--- config.mk ---
export PLATFORM = sky130hd
export DESIGN_NAME = freq_measure_ctrl
export DESIGN_NICKNAME = d
export VERILOG_FILES = /design/src/rtl/freq_measure_ctrl.sv
export SDC_FILE = /design/constraint.sdc
export NUM_CORES = 1
export LEC_CHECK = 0
export CAP_MARGIN = 20
export CORE_MARGIN = 5
export CORE_UTILIZATION = 54
export DETAILED_ROUTE_END_ITERATION = 12
export MAX_ROUTING_LAYER = met4
export PLACE_DENSITY = 0.77
export SYNTH_ARGS = -nofsm -noshare
export SYNTH_HDL_FRONTEND = slang
export SYNTH_SLANG_ARGS = --single-unit
--- constraint.sdc ---
create_clock -name i_clk -period 2.6 [get_ports i_clk]
set_clock_uncertainty 0.1 [all_clocks]
set_input_delay 0.26 -clock i_clk [delete_from_list [all_inputs] [get_ports i_clk]]
set_output_delay 0.26 -clock i_clk [all_outputs]
set_load 0.005 [all_outputs]
--- src/rtl/freq_measure_ctrl.sv ---
// -----------------------------------------------------------------------------
// freq_measure_ctrl
//   Measurement sequencer for the frequency-detector path. On a start request
//   the input square wave is synchronised to the device clock, the sequencer
//   arms on its first rising edge, counts device-clock cycles across NPER input
//   periods and converts the total into a frequency with a restoring divider.
//   Dead or too-slow inputs are reported through a timeout.
//
// Ports
//   i_clk          device clock, all logic on its rising edge
//   i_rst_n        asynchronous active-low reset
//   i_start        measurement request, sampled only while idle
//   i_abort        cancels a measurement in progress (ARM/MEASURE/DIVIDE)
//   i_sig_in       asynchronous input waveform
//   o_busy         high from arming until the done pulse ends
//   o_done         one-cycle pulse when results update
//   o_timeout_err  last measurement timed out
//   o_period       averaged period in clk cycles (total >> log2(NPER))
//   o_freq         (CLK_HZ*NPER)/total, saturated to all-ones
// -----------------------------------------------------------------------------
module freq_measure_ctrl #(
    parameter int CNT_W   = 16,
    parameter int NPER    = 4,
    parameter int CLK_HZ  = 1000,
    parameter int FREQ_W  = 16,
    parameter int TIMEOUT = 65535
) (
    input  logic              i_clk,
    input  logic              i_rst_n,
    input  logic              i_start,
    input  logic              i_abort,
    input  logic              i_sig_in,
    output logic              o_busy,
    output logic              o_done,
    output logic              o_timeout_err,
    output logic [CNT_W-1:0]  o_period,
    output logic [FREQ_W-1:0] o_freq
);

    localparam int                LOG2N     = $clog2(NPER);
    localparam int                EDGE_W    = $clog2(NPER + 1);
    localparam logic [31:0]       NUMER     = 32'(64'(CLK_HZ) * 64'(NPER));
    localparam logic [31:0]       FREQ_MAX  = 32'((64'd1 << FREQ_W) - 64'd1);
    localparam logic [CNT_W-1:0]  TOUT_LIM  = CNT_W'(TIMEOUT);
    localparam logic [CNT_W-1:0]  CNT_ZERO  = CNT_W'(0);
    localparam logic [CNT_W-1:0]  CNT_ONE   = CNT_W'(1);
    localparam logic [EDGE_W-1:0] EDGE_ZERO = EDGE_W'(0);
    localparam logic [EDGE_W-1:0] EDGE_ONE  = EDGE_W'(1);
    localparam logic [EDGE_W-1:0] LAST_EDGE = EDGE_W'(NPER - 1);
    localparam logic [4:0]        DIV_LAST  = 5'd31;

    typedef enum logic [2:0] {
        S_IDLE    = 3'd0,
        S_ARM     = 3'd1,
        S_MEASURE = 3'd2,
        S_DIVIDE  = 3'd3,
        S_FIN     = 3'd4,
        S_TOUT    = 3'd5
    } state_t;

    state_t              r_state;
    state_t              w_next;

    logic                r_meta;
    logic                r_sync_q1;
    logic                r_sync_q2;
    logic                w_edge;
    logic                w_last_edge;
    logic                w_cyc_tout;

    logic [CNT_W-1:0]    r_cyc_cnt;
    logic [EDGE_W-1:0]   r_edge_cnt;
    logic [CNT_W-1:0]    r_total;
    logic [CNT_W-1:0]    r_rem;
    logic [31:0]         r_quo;
    logic [4:0]          r_div_cnt;

    logic [CNT_W:0]      w_trial;
    logic                w_qbit;
    logic [CNT_W-1:0]    w_rem_next;
    logic [FREQ_W-1:0]   w_freq_fin;

    logic                r_busy;
    logic                r_done;
    logic                r_terr;
    logic [CNT_W-1:0]    r_period;
    logic [FREQ_W-1:0]   r_freq;

    // Two-flop synchroniser for sig_in plus one history flop for edge detection
    always_ff @(posedge i_clk or negedge i_rst_n) begin
        if (!i_rst_n) begin
            r_meta    <= 1'b0;
            r_sync_q1 <= 1'b0;
            r_sync_q2 <= 1'b0;
        end else begin
            r_meta    <= i_sig_in;
            r_sync_q1 <= r_meta;
            r_sync_q2 <= r_sync_q1;
        end
    end

    assign w_edge      = r_sync_q1 & ~r_sync_q2;
    assign w_last_edge = w_edge && (r_edge_cnt == LAST_EDGE);
    assign w_cyc_tout  = (r_cyc_cnt == TOUT_LIM);

    // State register
    always_ff @(posedge i_clk or negedge i_rst_n) begin
        if (!i_rst_n) begin
            r_state <= S_IDLE;
        end else begin
            r_state <= w_next;
        end
    end

    // Next-state logic; abort outranks edges and timeouts, the final edge outranks timeout
    always_comb begin
        w_next = r_state;
        case (r_state)
            S_IDLE: begin
                if (i_start) w_next = S_ARM;
                else         w_next = S_IDLE;
            end
            S_ARM: begin
                if (i_abort)         w_next = S_IDLE;
                else if (w_edge)     w_next = S_MEASURE;
                else if (w_cyc_tout) w_next = S_TOUT;
                else                 w_next = S_ARM;
            end
            S_MEASURE: begin
                if (i_abort)          w_next = S_IDLE;
                else if (w_last_edge) w_next = S_DIVIDE;
                else if (w_cyc_tout)  w_next = S_TOUT;
                else                  w_next = S_MEASURE;
            end
            S_DIVIDE: begin
                if (i_abort)                    w_next = S_IDLE;
                else if (r_div_cnt == DIV_LAST) w_next = S_FIN;
                else                            w_next = S_DIVIDE;
            end
            S_FIN:   w_next = S_IDLE;
            S_TOUT:  w_next = S_IDLE;
            default: w_next = S_IDLE;
        endcase
    end

    // One restoring-division step: shift the next numerator bit into the remainder
    always_comb begin
        w_trial = {r_rem, r_quo[31]};
        if (w_trial >= {1'b0, r_total}) begin
            w_qbit     = 1'b1;
            w_rem_next = CNT_W'(w_trial - {1'b0, r_total});
        end else begin
            w_qbit     = 1'b0;
            w_rem_next = w_trial[CNT_W-1:0];
        end
    end

    // Saturated frequency; a zero total would be a divide by zero
    always_comb begin
        if ((r_total == CNT_ZERO) || (r_quo > FREQ_MAX)) begin
            w_freq_fin = {FREQ_W{1'b1}};
        end else begin
            w_freq_fin = r_quo[FREQ_W-1:0];
        end
    end

    // Cycle/edge counters and divider datapath
    always_ff @(posedge i_clk or negedge i_rst_n) begin
        if (!i_rst_n) begin
            r_cyc_cnt  <= CNT_ZERO;
            r_edge_cnt <= EDGE_ZERO;
            r_total    <= CNT_ZERO;
            r_rem      <= CNT_ZERO;
            r_quo      <= 32'd0;
            r_div_cnt  <= 5'd0;
        end else begin
            case (r_state)
                S_IDLE: begin
                    if (i_start) r_cyc_cnt <= CNT_ZERO;
                end
                S_ARM: begin
                    // the arming edge itself counts as the first elapsed cycle
                    if (w_edge) begin
                        r_cyc_cnt  <= CNT_ONE;
                        r_edge_cnt <= EDGE_ZERO;
                    end else begin
                        r_cyc_cnt  <= r_cyc_cnt + CNT_ONE;
                    end
                end
                S_MEASURE: begin
                    r_cyc_cnt <= r_cyc_cnt + CNT_ONE;
                    if (w_edge) r_edge_cnt <= r_edge_cnt + EDGE_ONE;
                    if (w_last_edge && !i_abort) begin
                        r_total   <= r_cyc_cnt;
                        r_quo     <= NUMER;
                        r_rem     <= CNT_ZERO;
                        r_div_cnt <= 5'd0;
                    end
                end
                S_DIVIDE: begin
                    r_quo     <= {r_quo[30:0], w_qbit};
                    r_rem     <= w_rem_next;
                    r_div_cnt <= r_div_cnt + 5'd1;
                end
                default: begin
                end
            endcase
        end
    end

    // Result registers and busy/done handshake; busy stays up through the done cycle
    always_ff @(posedge i_clk or negedge i_rst_n) begin
        if (!i_rst_n) begin
            r_busy   <= 1'b0;
            r_done   <= 1'b0;
            r_terr   <= 1'b0;
            r_period <= CNT_ZERO;
            r_freq   <= {FREQ_W{1'b0}};
        end else begin
            r_done <= (r_state == S_FIN) || (r_state == S_TOUT);
            r_busy <= (w_next != S_IDLE) || (r_state == S_FIN) || (r_state == S_TOUT);
            case (r_state)
                S_FIN: begin
                    r_period <= r_total >> LOG2N;
                    r_freq   <= w_freq_fin;
                    r_terr   <= 1'b0;
                end
                S_TOUT: begin
                    r_period <= CNT_ZERO;
                    r_freq   <= {FREQ_W{1'b0}};
                    r_terr   <= 1'b1;
                end
                default: begin
                end
            endcase
        end
    end

    assign o_busy        = r_busy;
    assign o_done        = r_done;
    assign o_timeout_err = r_terr;
    assign o_period      = r_period;
    assign o_freq        = r_freq;

endmodule

---- Word-level counts from Yosys, hierarchy flattened ----
Cells that the tools add are included.
storage, ports and cells
  output and inout port bits .............. 35
  logic and storage cells ................. 81
  input bits .............................. 5
  bits in registers ....................... 129
operators by class
  mux-type cells .......................... 28
  magnitude comparators ................... 2
  equal/unequal tests ..................... 12
  bitwise logic cells ..................... 2
  reductions and logical operators ........ 18
  $add $sub $neg .......................... 4
operators by type and width
  cell                                                              count
  case mux 16 bit (2 select lines)                                  3
  two-way mux 16 bit                                                5
  case mux 32 bit (2 select lines)                                  1
  case mux 16 bit (3 select lines)                                  1
  greater-than comparator 32 x 16 -> 1 bit (second input constant)  1
  two-way mux 32 bit                                                1
  two-way mux 3 bit                                                 10
  >= comparator 17 x 16 -> 1 bit                                    1
  adder 16 x 1 -> 16 bit (second input constant)                    1
  == test 16 bit (second input constant)                            1
  logical NOT 16 bit                                                1
  subtractor 16 bit                                                 1
  case mux 3 bit (4 select lines)                                   1
  case mux 5 bit (2 select lines)                                   1
  == test 3 x 2 -> 1 bit (second input constant)                    3
  inequality test 2 bit (second input constant)                     4
  == test 3 bit (second input constant)                             2
  case mux 3 bit (2 select lines)                                   1
  AND reduction 2 bit                                               3
  nonzero test 2 bit                                                3
  nonzero test 3 bit                                                2
  adder 5 x 1 -> 5 bit (second input constant)                      1
  == test 5 bit (second input constant)                             1
  two-way mux 5 bit                                                 1
  11 further kinds                                                  16

---- Depth between registers and ports, before layout ----
Gate-level depths: netlist (run 1).
  depth after elaboration ................. 9
  depth in mapped cells ................... 12
  depth with buffers taken out ............ 10

---- Worst setup path after synthesis (run 1) ----
Ideal clock, no wire load.
  kind .................................... reg2reg
  from .................................... register r_total[1]
  to ...................................... register r_rem[8]
  arrival ................................. 2.199 ns
  required time ........................... 2.384 ns
  setup time .............................. 0.116 ns
  path slack .............................. 0.186 ns
  period minus slack after synthesis ...... 2.414 ns
  path buffers ............................ 2
  stages on the path, launching flop included .. 12
  cell sequence ........................... dfrtp_1 inv_1 ha_1 nor2b_1 o2111ai_1 nand3b_1 a21o_1 a311oi_1 buf_2 buf_4 nand3_1 o311ai_0
between the ends
  word-level cells in the longest chain between the ends .. 3
  elaborated cells between the ends (all ways) .. 4
  those cells by class .................... add/sub (1); order compare (1); mux (2)
RTL lines
  element                                                                     RTL line  text
  start: declaration                                                          73        logic [CNT_W-1:0] r_total;
  start signal: assignment                                                    194       r_total <= r_cyc_cnt;
  subtractor 16 bit / >= comparator 17 x 16 -> 1 bit (equally long branches)  151, 149
  two-way mux 16 bit *                                                        149       if (w_trial >= {1'b0, r_total}) begin
  case mux 16 bit (2 select lines) *                                          177       case (r_state)
  end signal: assignment                                                      202       r_rem <= w_rem_next;
  end: declaration                                                            74        logic [CNT_W-1:0] r_rem;
Every way passes the cells marked *; elsewhere a longest branch is shown, timed or not.
A chain may end at the register's enable or synchronous reset.

---- Final worst setup path (run 1) ----
  from .................................... register r_total[6]
  to ...................................... register r_rem[14]
Same word-level chain as after synthesis.

==> out/results.txt, run 1 <==
Chip Width - 118 um
Port Buf Inserts - 37
Top cells by area, synth - dfrtp_1, nand2_1, ha_1
Routed wire length - 15,300 um
EDFF count, synth - 0
Family with the most delay on the worst path - simple AND/OR/NAND/NOR gates
Max-Cap Viols - 0
PnR Total Power - 7700 uW
# fillers - 819
Worst slack, placed - -0.0407 ns
Max_slew headroom - 52.4%
Fraction of registers with async set/reset - 100%
Sequential cell area - 3180 um2
Critical path endpoint category - register
Via count - 5,029
# IOs - 40
Residual DRC - 0
First-pass DRT Iterations - 5
Top-area cell type share of the netlist area - 50.9%
Max Slew Vio Count - 0
GP Congestion - 0.923
Max clock buf depth - 2
Vias in the first global route - 4,963
Crit Path Class - register to register
Die area - 13,800 um2
Dominant cell type by area after synthesis - dfrtp_1
Cell leakage power - 0.00340 uW
Min-Delay Path Class - input pin to register
Hold Vio Cnt, Final - 0
Cell Pwr Density - 1010 nW/um2
H-Tree Depth - 4
First-pass GRT wire length - 25,400 um
Clk sink count - 127
WP buf/inv - 2
CTS tree - built
Final setup violating endpoints - 0
Post-Synthesis Cell Area - 6240 um2
Number of CTS-inserted buffers - 17
Slew @ Worst Pin - 0.714 ns
CTS root buf - clkbuf_16
Peak VDD IR - 0.000611 V
Share of cells above drive strength 1 - 16.0%
Final Cycle Share - 97.5%
N_diodes - 0
Synth unique cells - 57
Status - complete, no violations
Via-per-instance ratio - 6.10
Multi-input logic area - 2880 um2
Post-route ant nets - 0
Crit-path slowest cell - or4_1
CP startpoint kind - register
Antenna violations before repair - 0
Die H - 118 um
Yosys Warn Count - 0
Path length in cells of the critical path - 10
Core Area - 11,400 um2
FF+latch count, synth - 127
Worst path required time - 2.85 ns
WP data arrival - 2.78 ns
Worst-path cell chain - inv_1, ha_1, and4_1, and3_4, nand4_1, a21oi_2, a311oi_4, buf_6, or4_1, o21ai_1
Worst-path clk slew - 0.06 ns
Hold Path Depth - 1
Mean routed wirelength per cell - 18.5 um
Crit Path Max Fanout - 4
Initial Utilization - 54.9%
Final net count - 695
Worst r2r path cells - 10
Initial drt markers - 444
DP HPWL - 9940 um
Seq/Total Area, Yosys - 50.9%
Global Route Usage Sum - 23.0%
Mean Syn Cell Area - 10.3 um2
Max Clk Rate - 394 MHz
Dominant synthesized flop cell - dfrtp_1
Rows - 39
Period minus WS final - 2.54 ns
Crit path largest cell delay - 0.50 ns
Final worst slack - 0.0650 ns
GRT Residual Overflow - 0
Area grow syn2layout - 21.9%
Largest net degree at the start of global routing - 49
Clk Latency, worst-skew pair - 0.42 ns
Synth Instances - 609
RSZ-0062 raised after global routing - true
==> where the power goes <==
group          switching [uW]  leakage [uW]  internal (uW)
Clock                     868      0.000275           1480
Combinational            1480       0.00145           1210
Sequential                342       0.00167           2320
Total                    2690       0.00340           5010
==> final cells by class <==
type                       count  share of cell area (%)
timing repair buffer          76                    9.09
clock inverter                 9                    1.43
sequential                   127                    41.7
clock buffer                  23                    6.28
multi-input combinational    421                    37.9
inverter                      25                    1.23
tap                          143                    2.35
==> what timing repair did <==
action                                 in CTS  in global routing
pin swaps                                   1                  9
endpoints found under the hold margin      32                  0
resized for setup                           3                 16
hold buffers                                1                  0
setup buffers                               1                  8
setup endpoints to repair                   1                 11
==> stage by stage <==
stage          TNS [ns]  hold slack (ns)  area (um2)  util, %  cells
2_1_floorplan         0           -0.136        6250        -    610
3_3_place_gp          0            0.137        6860     60.3    782
3_5_place_dp    -0.0407            0.140        6860     60.3    782
4_1_cts               0            0.198        7470     65.7    816
5_1_grt         -0.0486            0.204        7610     67.0    824
6_report              0            0.219        7610     67.0    824
==> cell usage in the layout, fill, tap and decap left out, drive strengths merged, types with 19 or more instances in the layout <==
cell           synthesis  final
buf                   11     39
nor2                  43     43
nand3                 19     19
clkbuf                26     23
a22o                  27     27
inv                   25     25
o21ai                 41     41
o31ai                 34     34
ha                    21     21
nand2                 71     71
dfrtp                127    127
clkdlybuf4s50          0     36
==> Yosys cell counts (all sizes together), types with 2 or more instances <==
cell type,n
nand3,19
xnor2,7
inv,25
nor2b,4
or3,2
and3,7
o21a,2
o211ai,3
nor2,43
mux2,15
a211o,4
o21bai,3
and4,4
nand2b,8
dfrtp,127
nand4,6
clkbuf,26
a41oi,2
nor4,9
or4,3
xor2,10
a211oi,3
buf,11
a32oi,7
o31ai,34
nand3b,2
nor3,4
mux2i,3
o311ai,10
a31oi,5
o21ai,41
ha,21
a22o,27
a21o,9
o22a,6
nand2,71
a21oi,16
==> path summary, 6_finish.rpt <==
check,start,slack [ns],to
hold reg to reg,r_meta,0.25,r_sync_q1
setup reg to reg,r_total[6],0.06,r_rem[14]
hold / removal,i_sig_in,0.22,r_meta
setup / recovery,r_total[6],0.06,r_rem[14]
max in group asynchronous,i_rst_n,1.45,o_period[2]
min in group asynchronous,i_rst_n,0.23,o_timeout_err
==> kinds of logic after synthesis <==
logic type / count (synthesis) / synth area share, %
mux: 18 / 3.19
buf+inv: 62 / 4.63
fa+ha+maj: 22 / 4.53
flops: 127 / 50.9
other cells: 1 / 0.0601
simple gates: 184 / 14.0
compound gates: 178 / 20.3
xor+xnor: 17 / 2.38
==> state kept, by name, summed over array words and instances (netlist names) <==
name,count
r_quo,32
o_freq,16
o_timeout_err,1
r_sync_q1,1
r_total,16
r_rem,16
r_edge_cnt,3
r_meta,1
o_period,14
r_div_cnt,5
r_cyc_cnt,16
r_sync_q2,1
o_busy,1
o_done,1
r_state,3
==> layer usage <==
layer  share of wire (%)  track usage (%)  vias to the layer above
met5                   0                -                        -
met1                  44             30.3                     2475
met4                 2.5             8.39                        0
li1                    -                -                     2349
met2                  47             34.0                      166
met3                 5.8             6.87                       39
No activity file was read; power rests on OpenSTA's default activity.
==> run 2: changes to the inputs <==
Settings changed: ABC_AREA set to 1, PLACE_DENSITY 0.77 to 0.76.
==> run 2 against run 1 <==
Against the previous run:
- final cell count rose by 22%
- critical endpoint is now r_rem[13]
- global-route usage grew 0.90 points
- hold slack worse by 0.037 ns
- clock power fell by 5%
- via count grew 8.3%
- largest power group is now registers
==> out/results.txt, run 2 <==
Critical path endpoint category - register (unchanged)
Met1 Use GR - 32.5% (was 30.3%)
Mean routed wirelength per cell - 15.7 um (was 18.5 um)
Finished Layout Cells - 1,009 (was 824)
CP startpoint kind - register (unchanged)
Share of cells above drive strength 1 - 8.93% (was 16.0%)
Worst r2r path cells - 14 (was 10)
Max Slew Vio Count - 0 (unchanged)
Final setup violating endpoints - 0 (unchanged)
PnR Total Power - 6980 uW (was 7700 uW)
Hold Path Depth - 1 (unchanged)
Crit Path Class - register to register (unchanged)
Post-route core utilization - 63.9% (was 67.0%)
CP Launch Point - r_total[12] (was r_total[6])
CTS root buf - clkbuf_16 (unchanged)
Number of CTS-inserted buffers - 17 (unchanged)
Final Cycle Share - 87.4% (was 97.5%)
Post-CTS setup repair buffer count - 0 (was 1)
Worst-path clk slew - 0.06 ns (about the same)
GP Congestion - 0.914 (was 0.923)
Peak VDD IR - 0.000489 V (was 0.000611 V)
Max_slew headroom - 29.5% (was 52.4%)
RSZ-0062 raised after global routing - false (was true)
Cell leakage power - 0.00387 uW (was 0.00340 uW)
Dominant synthesized flop cell - dfrtp_1 (unchanged)
Hold Vio Cnt, Final - 0 (unchanged)
Crit Reg-Reg Startpoint - r_total[12] (was r_total[6])
Max clock buf depth - 2 (unchanged)
Dominant cell type by area after synthesis - dfrtp_1 (unchanged)
Min-Delay Path Class - input pin to register (unchanged)
CTS tree - built (unchanged)
Final net count - 878 (was 695)
Met2 GRT Util - 36.8% (was 34.0%)
Synth unique cells - 42 (was 57)
Clk sink count - 127 (unchanged)
Chip Width - 121 um (was 118 um)
Met3 Usage GRT - 3.55% (was 6.87%)
Residual DRC - 0 (unchanged)
Post-route ant nets - 0 (unchanged)
FF+latch count, synth - 127 (unchanged)
Seq/Total Area, Yosys - 48.2% (was 50.9%)
Commonest cells after routing, fill and taps aside - nand2_1, dfrtp_1, inv_1, o21ai_0, nand3_1 (was dfrtp_1, nand2_1, nor2_1, o21ai_0)
H-Tree Depth - 4 (unchanged)
Top-area cell type share of the netlist area - 48.2% (was 50.9%)
EDFF count, synth - 0 (unchanged)
Top reg by flops - r_quo (unchanged)
# IOs - 40 (unchanged)
Area grow syn2layout - 16.4% (was 21.9%)
Port Buf Inserts - 37 (unchanged)
Post-synth top cells - nand2_1, dfrtp_1, inv_1, o21ai_0, nand3_1 (was dfrtp_1, nand2_1, nor2_1, o21ai_0, o31ai_1)
Max Clk Rate - 440 MHz (was 394 MHz)
N_diodes - 0 (unchanged)
GRT Residual Overflow - 0 (unchanged)
Clk Latency, worst-skew pair - 0.42 ns (about the same)
WP data arrival - 2.48 ns (was 2.78 ns)
Period minus WS final - 2.27 ns (was 2.54 ns)
Top cells by area, synth - dfrtp_1, nand2_1, inv_1 (was dfrtp_1, nand2_1, ha_1)
Post-Synthesis Cell Area - 6600 um2 (was 6240 um2)
Area after DPL - 7110 um2 (was 6860 um2)
Flop2flop setup slack - 0.33 ns (was 0.06 ns)
Vias in the first global route - 5,415 (was 4,963)
Number of gates resized after cts - 0 (was 3)
# fillers - 1,028 (was 819)
Initial Utilization - 54.9% (about the same)
Global routing's busiest layer - met2 (unchanged)
First-pass DRT Iterations - 5 (unchanged)
Via count - 5,445 (was 5,029)
DP HPWL - 11,400 um (was 9940 um)
Slew @ Worst Pin - 1.06 ns (was 0.714 ns)
Post-route cell area - 7670 um2 (was 7610 um2)
Cell Pwr Density - 910 nW/um2 (was 1010 nW/um2)
Min-delay src - i_sig_in (unchanged)
Largest register FFs - 32 (unchanged)
Mean Syn Cell Area - 8.16 um2 (was 10.3 um2)
Max-Cap Viols - 0 (unchanged)
Largest net degree at the start of global routing - 52 (was 49)
Routed wire length - 15,900 um (was 15,300 um)
Fraction of registers with async set/reset - 100% (unchanged)
Initial drt markers - 434 (was 444)
CTS Hold Bufs - 1 (unchanged)
Core Area - 12,000 um2 (was 11,400 um2)
Antenna violations before repair - 0 (unchanged)
Worst path required time - 2.80 ns (was 2.85 ns)
Die H - 121 um (was 118 um)
Commonest non-fill, non-tap cell in the layout - nand2_1 (was dfrtp_1)
Placed insts - 978 (was 782)
Yosys Warn Count - 0 (unchanged)
Die area - 14,500 um2 (was 13,800 um2)
Status - complete, no violations (unchanged)
Synth Instances - 808 (was 609)
Most common cell in the synthesized netlist - nand2_1 (was dfrtp_1)
Rows - 40 (was 39)
First-pass GRT wire length - 26,700 um (was 25,400 um)
Setup TNS - 0 ns (unchanged)
Global Route Usage Sum - 23.9% (was 23.0%)
Via-per-instance ratio - 5.40 (was 6.10)
Crit Path Max Fanout - 17 (was 4)
## run 2: layout make-up
type / count / area, um2 / area share, %
sequential: 127 / 3180 / 41.4
multi-input combinational: 529 / 2800 / 36.5
inverter: 129 / 484 / 6.31
clock buffer: 21 / 470 / 6.13
timing repair buffer: 47 / 470 / 6.13
tap: 147 / 184 / 2.40
clock inverter: 9 / 86.3 / 1.12
## run 2: stage by stage
stage	worst slack (ns)	hold WS [ns]
2_1_floorplan	0.738	-0.136
3_3_place_gp	0.350	0.202
3_5_place_dp	0.351	0.218
4_1_cts	0.340	0.174
5_1_grt	0.168	0.169
6_report	0.327	0.182
## run 2: per-layer routing
metal  vias to the layer above  wire length (um)
met5                         -                 0
met4                         0               314
met3                        23               507
met2                       117              7590
met1                      2600              7460
li1                       2705                 -
## run 2: power breakdown
part	leakage, uW	internal (uW)	switching, uW
combinational	0.00205	729	1300
sequential	0.00156	2430	297
clock	0.000259	1380	852
total	0.00387	4540	2450
## run 2: logic make-up after synthesis
logic type,share of synthesized area [%]
adders and majority gates,4.29
other,0.0568
buffers and inverters,9.41
xor gates and xnor gates,1.19
and+or+nand+nor,26.2
DFF,48.2
AOI/OAI and AO/OA,10.7
## run 2: path summary, 6_finish.rpt
check | end
min in group asynchronous | o_freq[14]
max | r_rem[13]
min | r_meta
max in group asynchronous | r_cyc_cnt[7]
max reg2reg | r_rem[13]
min reg2reg | r_sync_q1
## run 2: worst max-delay path: stages (launching register included)
cell and delay (ns):
dfrtp_1 0.37, inv_1 0.15, ha_1 0.34, nand2_2 0.13, inv_1 0.04, nand2_1 0.06
nand2_1 0.07, nand2_1 0.07, nand2_1 0.09, nor2_4 0.20, nand2_4 0.20, nand2_1 0.16
nand2_1 0.07, nand2_1 0.06, nand2_1 0.05
